===== src/rtl/fetch_stage_pkg.sv =====
// Shared types and constants for the RV32I front end: fetch FSM states,
// the bubble encoding and the IF/ID pipeline register payload.
package fetch_stage_pkg;

    localparam int XLEN = 32;
    localparam logic [XLEN-1:0] NOP_INSTR = 32'h0000_0013;

    typedef enum logic [1:0] {
        FETCH = 2'd0,
        WAIT  = 2'd1,
        DROP  = 2'd2,
        HOLD  = 2'd3
    } fetch_state_t;

    typedef struct packed {
        logic [XLEN-1:0] instr;
        logic [XLEN-1:0] pc;
        logic [XLEN-1:0] pc_plus4;
        logic            valid;
    } if_id_t;

endpackage


===== src/rtl/fetch_stage_if_id_reg.sv =====
// Generic pipeline register between two stages: flush beats stall, stall beats
// load, and an idle cycle loads a bubble while keeping the PC fields.
module if_id_reg
    import fetch_stage_pkg::*;
#(
    parameter logic [XLEN-1:0] BUBBLE_INSTR = NOP_INSTR
) (
    input  logic   clk,
    input  logic   rst_n,
    input  logic   stall,
    input  logic   flush,
    input  logic   load,
    input  if_id_t load_data,
    output if_id_t q
);

    if_id_t ifid_q;
    if_id_t ifid_d;

    always_comb begin
        ifid_d = ifid_q;
        if (flush) begin
            ifid_d.instr = BUBBLE_INSTR;
            ifid_d.valid = 1'b0;
        end else if (!stall) begin
            if (load) begin
                ifid_d = load_data;
            end else begin
                ifid_d.instr = BUBBLE_INSTR;
                ifid_d.valid = 1'b0;
            end
        end
    end

    always_ff @(posedge clk or negedge rst_n) begin
        if (!rst_n) begin
            ifid_q <= '{instr: BUBBLE_INSTR, pc: '0, pc_plus4: '0, valid: 1'b0};
        end else begin
            ifid_q <= ifid_d;
        end
    end

    assign q = ifid_q;

endmodule


===== src/rtl/fetch_stage.sv =====
// Instruction fetch with a single-outstanding imem handshake, redirect
// handling and a one-entry hold buffer feeding the IF/ID register.
module fetch_stage #(
    parameter int unsigned           DATA_WIDTH = 32,
    parameter logic [DATA_WIDTH-1:0] RESET_PC   = '0,
    parameter logic [DATA_WIDTH-1:0] NOP_INSTR  = fetch_stage_pkg::NOP_INSTR
) (
    input  logic                  clk,
    input  logic                  rst_n,
    input  logic                  StallF,
    input  logic                  StallD,
    input  logic                  FlushD,
    input  logic                  PCSrcE,
    input  logic [DATA_WIDTH-1:0] PCTargetE,
    output logic                  imem_req,
    output logic [DATA_WIDTH-1:0] imem_addr,
    input  logic                  imem_rvalid,
    input  logic [DATA_WIDTH-1:0] imem_rdata,
    output logic [DATA_WIDTH-1:0] PCF,
    output logic [DATA_WIDTH-1:0] InstrD,
    output logic [DATA_WIDTH-1:0] PCD,
    output logic [DATA_WIDTH-1:0] PCPlus4D,
    output logic                  ValidD
);

    import fetch_stage_pkg::*;

    localparam logic [DATA_WIDTH-1:0] PC_STEP    = DATA_WIDTH'(4);
    localparam logic [DATA_WIDTH-1:0] ALIGN_MASK = ~DATA_WIDTH'(3);

    fetch_state_t          state_q, state_d;
    logic [DATA_WIDTH-1:0] pcf_q, pcf_d;
    logic [DATA_WIDTH-1:0] hold_instr_q, hold_instr_d;
    logic [DATA_WIDTH-1:0] hold_pc_q, hold_pc_d;
    logic                  grace_q, grace_d;
    logic [DATA_WIDTH-1:0] target_aligned;
    logic [DATA_WIDTH-1:0] pcf_plus4;
    logic                  req;
    logic                  ifid_load;
    if_id_t                ifid_load_data;
    if_id_t                ifid_out;

    assign target_aligned = PCTargetE & ALIGN_MASK;
    assign pcf_plus4      = pcf_q + PC_STEP;

    always_comb begin
        state_d        = state_q;
        pcf_d          = pcf_q;
        hold_instr_d   = hold_instr_q;
        hold_pc_d      = hold_pc_q;
        req            = 1'b0;
        ifid_load      = 1'b0;
        ifid_load_data = '{instr: imem_rdata, pc: pcf_q, pc_plus4: pcf_plus4, valid: 1'b1};

        unique case (state_q)
            FETCH: begin
                if (PCSrcE) begin
                    pcf_d = target_aligned;
                end else if (!StallF && rst_n) begin
                    req     = 1'b1;
                    state_d = WAIT;
                end
            end
            WAIT: begin
                // A redirect kills the in-flight fetch even if its data lands now.
                if (PCSrcE) begin
                    pcf_d   = target_aligned;
                    state_d = imem_rvalid ? FETCH : DROP;
                end else if (imem_rvalid) begin
                    pcf_d = pcf_plus4;
                    if (StallD) begin
                        hold_instr_d = imem_rdata;
                        hold_pc_d    = pcf_q;
                        state_d      = HOLD;
                    end else begin
                        ifid_load = 1'b1;
                        state_d   = FETCH;
                    end
                end
            end
            HOLD: begin
                ifid_load_data = '{instr: hold_instr_q, pc: hold_pc_q,
                                   pc_plus4: hold_pc_q + PC_STEP, valid: 1'b1};
                if (PCSrcE) begin
                    pcf_d   = target_aligned;
                    state_d = FETCH;
                end else if (!StallD) begin
                    ifid_load = 1'b1;
                    state_d   = FETCH;
                end
            end
            DROP: begin
                if (PCSrcE) begin
                    pcf_d = target_aligned;
                end
                if (imem_rvalid) begin
                    state_d = FETCH;
                end
            end
            default: state_d = FETCH;
        endcase

        grace_d = grace_q && !req;
    end

    always_ff @(posedge clk or negedge rst_n) begin
        if (!rst_n) begin
            state_q      <= FETCH;
            pcf_q        <= RESET_PC;
            hold_instr_q <= '0;
            hold_pc_q    <= '0;
            grace_q      <= 1'b1;
        end else begin
            state_q      <= state_d;
            pcf_q        <= pcf_d;
            hold_instr_q <= hold_instr_d;
            hold_pc_q    <= hold_pc_d;
            grace_q      <= grace_d;
        end
    end

    if_id_reg #(
        .BUBBLE_INSTR(NOP_INSTR)
    ) u_if_id_reg (
        .clk      (clk),
        .rst_n    (rst_n),
        .stall    (StallD),
        .flush    (FlushD),
        .load     (ifid_load),
        .load_data(ifid_load_data),
        .q        (ifid_out)
    );

    assign imem_req  = req;
    assign imem_addr = pcf_q & ALIGN_MASK;
    assign PCF       = pcf_q;
    assign InstrD    = ifid_out.instr;
    assign PCD       = ifid_out.pc;
    assign PCPlus4D  = ifid_out.pc_plus4;
    assign ValidD    = ifid_out.valid;

    // A response left over from before reset may land while idle; tolerate it
    // until the first post-reset request goes out.
    a_rvalid_expected: assert property (@(posedge clk) disable iff (!rst_n)
        imem_rvalid |-> (state_q == WAIT || state_q == DROP || grace_q));

endmodule

===== config.mk =====
export PLATFORM = sky130hd
export DESIGN_NAME = fetch_stage
export DESIGN_NICKNAME = d
export VERILOG_FILES = /design/src/rtl/fetch_stage_pkg.sv /design/src/rtl/fetch_stage_if_id_reg.sv /design/src/rtl/fetch_stage.sv
export SDC_FILE = /design/constraint.sdc
export NUM_CORES = 1
export LEC_CHECK = 0
export ABC_AREA = 1
export CELL_PAD_IN_SITES_DETAIL_PLACEMENT = 1
export CELL_PAD_IN_SITES_GLOBAL_PLACEMENT = 1
export CORE_ASPECT_RATIO = 0.9
export CORE_MARGIN = 2
export CORE_UTILIZATION = 36
export CTS_CLUSTER_SIZE = 25
export DETAILED_ROUTE_END_ITERATION = 16
export PLACE_DENSITY_LB_ADDON = 0.25
export SLEW_MARGIN = 20
export SYNTH_ARGS = -nofsm -noshare
export SYNTH_HDL_FRONTEND = slang
export SYNTH_SLANG_ARGS = --single-unit

===== constraint.sdc =====
create_clock -name clk -period 1.88 [get_ports clk]
set_input_delay 0.188 -clock clk [delete_from_list [all_inputs] [get_ports clk]]
set_output_delay 0.188 -clock clk [all_outputs]
set_load 0.01 [all_outputs]

======== Word-level counts from Yosys, hierarchy flattened ========
Cells that the tools add are included.
word-level totals
  output and inout bits ................... 162
  bits in registers ....................... 195
  input port bits ......................... 71
  logic and storage cells ................. 60
operators by class
  add/subtract/negate cells ............... 2
  muxes and demuxes ....................... 29
  equality and inequality tests ........... 10
  reductions and logical operators ........ 8
  bitwise logic cells ..................... 3
operators by type and width
  cell                     count
  $mux W97                 2
  $mux W32                 5
  $add A32 B3 Y32 const B  2
  $mux W64                 1
  $pmux W32 S2             1
  $mux W2                  9
  $mux W1                  9
  $pmux W2 S4              1
  $ne A2 B2 Y1 const B     3
  $ne A3 B3 Y1 const B     2
  $reduce_and A5 Y1        1
  $eq A2 B2 Y1 const B     2
  $ne A2 B1 Y1 const B     2
  $reduce_and A4 Y1        1
  $not A1 Y1               3
  $reduce_and A3 Y1        1
  $reduce_or A3 Y1         1
  $eq A2 B1 Y1 const B     1
  $logic_not A2 Y1         1
  $pmux W1 S2              1
  $reduce_and A2 Y1        1
  $logic_and A1 B1 Y1      1
  $logic_not A1 Y1         1

======== Longest topological paths before layout ========
Gate-level depths: netlist of run 1.
  word-level depth ........................ 7
  gate-level depth with buffers ........... 12
  depth with buffers taken out ............ 11

======== Hierarchy ========
Synthesis of run 1 repeated with hierarchy kept, for this count alone.
unflattened totals
  cell total of the unflattened synthesis .. 1508
  area, all modules ....................... 10649.0 sq um
modules (own cells, without submodules)
  module       seq. area each (sq um)  instances  cells an instance  area each (sq um)
  fetch_stage  2352.3                  1          1079               6797.8
  if_id_reg    2431.1                  1          429                3851.2

======== Least setup slack after synthesis of run 1 ========
Ideal clock, no wire load.
  path type ............................... register -> register
  from .................................... reg pcf_q[3], in the netlist PCF[3]
  to ...................................... reg u_if_id_reg.ifid_q (netlist bit u_if_id_reg.q[19])
  stages on the path, launching flop included .. 9
  data arrival time ....................... 1531 ps
  required time ........................... 1763 ps
  path slack .............................. 232 ps
  clock period less this slack ............ 1648 ps
  buffers on the path ..................... 0
  setup time .............................. 117 ps
  path through ............................ dfrtp_1 > ha_1 > nand3_1 > inv_1 > nand2_1 > o21ai_0 > nand3_1 > nand3_1 > nand2_1
on the way
  cells in the longest elaborated chain, start to end .. 2
RTL lines
  item                    line                         source
  start, declared         fetch_stage.sv:32            logic [DATA_WIDTH-1:0] pcf_q, pcf_d;
  start signal, assigned  fetch_stage.sv:115           pcf_q <= pcf_d;
  $add A32 B3 Y32         fetch_stage.sv:44            assign pcf_plus4 = pcf_q + PC_STEP;
  $mux W97                fetch_stage.sv:55            unique case (state_q)
  end signal, assigned    fetch_stage_if_id_reg.sv:37  ifid_q <= '{instr: BUBBLE_INSTR, pc: '0, pc_plus4: '0, valid: 1'b0};
  end signal, assigned    fetch_stage_if_id_reg.sv:39  ifid_q <= ifid_d;
  end, declared           fetch_stage_if_id_reg.sv:17  if_id_t ifid_q;
Every way passes these cells.
A chain may end at the register's enable or synchronous reset.

======== Worst setup path in the final report of run 1 ========
  from .................................... reg pcf_q[17], in the netlist PCF[17]
  to ...................................... out imem_addr[17]
RTL lines
  item           line               source
  end, declared  fetch_stage.sv:16  output logic [DATA_WIDTH-1:0] imem_addr,
No word-level cell between the ends.

==> metrics.txt, run 1 <==
slowest cell on the critical path clkdlybuf4s50_1; R2R Path End u_if_id_reg.q[9]$_DFFE_PN0P_; Clk Latency, worst-skew pair 440 ps; Tmin final 1850 ps; clock tree sinks 187; FF-to-FF setup slack 80 ps; Max Root-Sink Buffers 2; slowest stage delay, CP 550 ps; Multi-input gate area 4490 um^2; sequential share of the synthesized area 46.3%; Ports 233; Critical Path Source PCF[17]$_DFFE_PN0P_; Hold WS 325 ps; fin crit share 98.6%; total die area 29500 um^2; chip height 163 um; Max IR drop VDD 745 uV; Area contributors post-synth dfrtp_1 46%, nand2_1 17%, o21ai_0 6.8%, nor2_1 5.4%, inv_1 4.0%; crit path kind reg -> out; Post-Syn Area 10100 um^2; CP Data Required Time 1690 ps; RSZ-0062 raised after global routing yes; Leak Pwr 6.21 nW; standard-cell rows 58; Via-to-Cell Ratio 5.09; vias in the first global route 10600; Setup Viol. Count Final 0; most frequent cells in the layout 468 x nand2_1, 220 x clkdlybuf4s50_1, 174 x dfrtp_1; fillers 3398; startpoint types register; critical path cell sequence buf_4 -> clkdlybuf4s50_1; Synth Area per Inst 7.39 um^2; Synth Register Bits 187; HP Class in -> reg; final WL 36.9 mm; hpwl dp 27.7 mm; crit path max fanout 5; post-synth top area cell dfrtp_1; Final Util 49.8%; routability cong. 0.917; Worst slew margin 36.0%; Clk pin slew, worst setup/hold paths 90 ps; PD cells 1420 nW/um^2; antenna diode count 0; CTS tree yes; DRC 0; Syn Inst Count 1368; Detailed Route Iter0 Violations 593; critical path depth in cells 2; reg-to-reg critical path startpoint PCF[2]$_DFFE_PN0P_; max cap viols 0; synthesis-to-finish area growth 36.9%; status complete, no violations; # nets final 1687; WL per Instance 18.6 um; fmax 0.540 GHz; Clock Tree Root clkbuf_16; GRT Overall Usage 25.3%; cell count of the worst reg-to-reg path 8; register area 4700 um^2; post-synthesis cell type count 36; Max Clock Skew 12.5 ps; CP Data Arrival Time 1670 ps; largest net degree at the start of global routing 159; Pre-Repair DR Iteration Count 5; first-pass GRT wire length 58.3 mm; total CTS buffers 17; IO buf count 222; Final Hold Viols 0; die width 181 um; Routed Antenna Nets 0; core area 27800 um^2; Slew @ Worst Pin 960 ps; initial core utilization 36.4%; total grt overflow 0; initial antenna violation count 0; CP Capture Type primary output; commonest non-fill, non-tap cell in the layout nand2_1; Synth top area share 45.5%; Worst path top cell family by delay buffers and inverters; Max Slew Vio Count 0; Yosys Warn Count 0; CTS H-Tree Depth 4; fraction of layout cells with a size suffix above 1 11.6%; critical path buffer and inverter count 2; worst setup path endpoint imem_addr[17]; Vias 10100
[worst min-delay path by stage]
stage	depth (start not counted)	slack (ps)	start	endpoint
final	3	330	imem_rdata[17]	hold_instr_q[17]$_DFFE_PN0P_
after floorplan	0	-110	rst_n	PCF[10]$_DFFE_PN0P_
after global routing	3	340	imem_rdata[9]	hold_instr_q[9]$_DFFE_PN0P_
after global placement	2	280	rst_n	state_q[0]$_DFFE_PN0P_
after CTS	3	320	imem_rdata[21]	hold_instr_q[21]$_DFFE_PN0P_
after detailed placement	2	280	rst_n	state_q[0]$_DFFE_PN0P_
[cell usage after synthesis, drive strengths merged]
| master | n |
|---|---|
| clkbuf | 23 |
| o22ai | 21 |
| dfrtp | 184 |
| a31o | 4 |
| nor3 | 1 |
| nand3b | 6 |
| or2 | 1 |
| o21bai | 13 |
| nand4 | 5 |
| ha | 2 |
| o21ai | 140 |
| nand3 | 62 |
| buf | 79 |
| o221ai | 4 |
| a211oi | 3 |
| inv | 115 |
| a31oi | 33 |
| xor2 | 14 |
| dfstp | 3 |
| mux2 | 2 |
| nand2 | 473 |
| o211ai | 5 |
| xnor2 | 6 |
| conb | 1 |
| a21oi | 12 |
| nor2 | 156 |
[cell type report]
type | count | area share, %
repair buffers | 322 | 22.8
clock inverters | 15 | 1.41
flip-flops and latches | 187 | 33.9
well taps | 360 | 3.25
inverters | 115 | 3.12
multi-input cells | 971 | 32.4
clock buffers | 17 | 3.07
[metrics by stage]
step / setup WS [ps] / cells / setup TNS (ps) / cell area [um^2] / power [mW]
floorplan: 232 / 1375 / 0 / 10100 / 11.1
global placement: 32.4 / 1952 / 0 / 13100 / 15.5
detailed placement: 4.33 / 1952 / 0 / 13100 / 15.8
CTS: 5.44 / 1985 / 0 / 13800 / 19.7
global route: -65.1 / 1987 / -116 / 13800 / 21.0
finish: 26.6 / 1987 / 0 / 13800 / 19.7
[per-layer routing]
metal / GRT usage, % / up-vias / part of all wire [%]
met1: 35.4 / 4974 / 47
met4: 5.28 / 0 / 1.4
li1: - / 4827 / -
met2: 41.8 / 274 / 47
met3: 3.77 / 31 / 4.8
met5: 0 / - / 0
[state kept, by name, indices dropped and copies added, names as in the netlist]
name,count
state_q,2
hold_pc_q,30
PCF,30
u_if_id_reg.q,93
hold_instr_q,32
[repair_timing]
action	4_1_cts	5_1_grt
setup endpoints to repair	9	26
gates resized for setup	6	27
hold endpoints to repair	35	0
setup buffers	0	2
hold buffers	1	0
[where the power goes]
part	total, mW	switching (mW)	internal (mW)
sequential	6.97	1.39	5.58
combinational	8.96	4.88	4.07
clock	3.76	1.94	1.82
total	19.7	8.21	11.5
[cell families (layout without fill, tap and decap cells)]
logic type / count (synthesis) / count (layout) / synth area share, %
compound gates: 235 / 235 / 13.2
mux: 2 / 2 / 0.223
fa+ha+maj: 2 / 2 / 0.247
other cells: 1 / 8 / 0.0371
simple gates: 704 / 704 / 27.9
xor+xnor: 20 / 20 / 1.73
buf+inv: 217 / 469 / 10.4
flops: 187 / 187 / 46.3
[worst register-to-register path, stage by stage, from the launching register on]
cell and delay (ps):
dfrtp_1 410, ha_1 230, nand3_2 180, nor2_2 240, buf_4 150, xnor2_1 190, nand2_1 110, o211ai_1 100
nand2_1 70
Note: power is estimated with default switching activity, not from simulation.
==> run 2: changes to the inputs <==
Settings changed: GPL_ROUTABILITY_DRIVEN set to 0.
==> metrics.txt, run 2 (synthesis results as in run 1) <==
status complete, no violations; placed insts 1953 (+0.051%); Tmin final 1850 ps (-7.80 ps); IO buf count 222 (unchanged); crit path max fanout 6 (+1); max cap viols 0 (unchanged); chip height 163 um (unchanged); Ports 233 (unchanged); Clock Tree Root clkbuf_16; Worst slew margin 39.9% (+3.9 points); final WL 37.0 mm (+0.39%); CTS H-Tree Depth 4 (unchanged); CP Data Required Time 1690 ps (about the same); slowest cell on the critical path clkdlybuf4s50_1; fmax 0.542 GHz (+0.42%); die width 181 um (unchanged); most frequent cells in the layout 468 x nand2_1, 220 x clkdlybuf4s50_1, 174 x dfrtp_1; overall power 19.8 mW (+0.33%); # nets final 1692 (+0.30%); clock tree sinks 187 (unchanged); critical path buffer and inverter count 2 (unchanged); synthesis-to-finish area growth 37.2%; Max Slew Vio Count 0 (unchanged); total die area 29500 um^2 (unchanged); crit path kind reg -> out; Via-to-Cell Ratio 5.12 (+0.68%); first-pass GRT wire length 58.4 mm (about the same); Worst path top cell family by delay buffers and inverters; commonest non-fill, non-tap cell in the layout nand2_1; Detailed Route Iter0 Violations 618 (+4.2%); fin crit share 98.2% (-0.41 points); total CTS buffers 17 (unchanged); fin area 13900 um^2 (+0.23%); placed cell areas 13100 um^2 (about the same); antenna diode count 0 (unchanged); initial core utilization 36.4% (unchanged); standard-cell rows 58 (unchanged); Max Root-Sink Buffers 2 (unchanged); CP Data Arrival Time 1660 ps (about the same); max reg flops 93 (unchanged); Final Non-Filler Cells 1992 (+0.25%); Vias 10200 (+0.93%); Max Clock Skew 14.1 ps (+1.58 ps); DRC 0 (unchanged); Max IR drop VDD 673 uV (-9.7%); vias in the first global route 10500 (-1.1%); Leak Pwr 6.22 nW (+0.13%); Setup Viol. Count Final 0 (unchanged); initial antenna violation count 0 (unchanged); Final Hold Viols 0 (unchanged); Slew @ Worst Pin 901 ps (-59.1 ps); CP Capture Type primary output; largest net degree at the start of global routing 154 (-3.1%); Pre-Repair DR Iteration Count 5 (unchanged); HP Class in -> reg; Clk pin slew, worst setup/hold paths 90 ps (about the same); CTS tree yes; Clk Latency, worst-skew pair 440 ps (about the same); fraction of layout cells with a size suffix above 1 11.8% (+0.21 points); core area 27800 um^2 (unchanged); hpwl dp 27.6 mm (-0.53%); PD cells 1420 nW/um^2 (+0.11%); startpoint types register; WL per Instance 18.6 um (+0.13%); slowest stage delay, CP 560 ps (about the same); GRT Overall Usage 25.3% (about the same); RSZ-0062 raised after global routing yes; total grt overflow 0 (unchanged); critical path cell sequence buf_4 -> clkdlybuf4s50_1; Routed Antenna Nets 0 (unchanged)
==> run 2: cell types whose count changed in the layout (fill, tap and decap cells not counted), moves of 2 or more <==
cell / change
buf_4: +7
buf_6: -2
clkinv_8: -2
inv_6: -2
inv_8: +2
nor2_2: -3
nor2_4: +3
==> run 2: final cells by class <==
cell class,count,area [um^2]
clock buffer,17,425
multi-input combinational,971,4490
tap,360,450
sequential,187,4700
inverter,115,432
timing repair buffer,327,3190
fill,3376,13900
clock inverter,15,193
==> run 2: what timing repair did <==
item | CTS | global route
setup buffers | 0 | 6
gates resized for setup | 6 | 27
pin swaps | 0 | 1
hold buffers | 1 | 0
hold endpoints to repair | 83 | 0
endpoints found under the setup margin | 5 | 31
==> run 2: final timing paths <==
path	slack [ps]	from	end	depth (start not counted)
min in group asynchronous	370	rst_n	state_q[1]$_DFFE_PN0P_	3
min reg2reg	480	u_if_id_reg.q[19]$_DFFE_PN0P_	u_if_id_reg.q[19]$_DFFE_PN0P_	2
max in group asynchronous	730	rst_n	hold_pc_q[25]$_DFFE_PN0P_	3
max	30	PCF[23]$_DFFE_PN0P_	imem_addr[23]	2
max reg2reg	80	hold_pc_q[2]$_DFFE_PN0P_	u_if_id_reg.q[15]$_DFFE_PN0P_	10
min	320	imem_rdata[21]	hold_instr_q[21]$_DFFE_PN0P_	3
==> run 2: stage by stage <==
stage / hold slack (ps) / TNS (ps) / utilization [%] / setup WS, ps
2_1_floorplan: -108 / 0 / - / 232
3_3_place_gp: 302 / 0 / 47.2 / 23.9
3_5_place_dp: 300 / 0 / 47.2 / 8.47
4_1_cts: 313 / 0 / 49.5 / 6.31
5_1_grt: 353 / -18.1 / 49.9 / -16.1
6_report: 323 / 0 / 49.9 / 34.4
==> run 2: worst reg2reg max path: cells and delay by family, from the launching register on <==
kind	cells	cell delay, ps
flops	1	400
xor+xnor	1	180
buf+inv	1	150
simple gates	7	770
fa+ha+maj	1	240
==> run 2: per-layer routing <==
layer	share of wire [%]	global-route usage [%]
met1	48	36.2
met2	46	40.9
met3	4.5	3.03
met4	1.8	6.30
met5	0	0
==> run 2: power by group <==
group	internal [mW]	switching (mW)	leakage [nW]
clock network	1.83	1.95	0.296
registers	5.58	1.39	2.25
logic	4.09	4.92	3.67
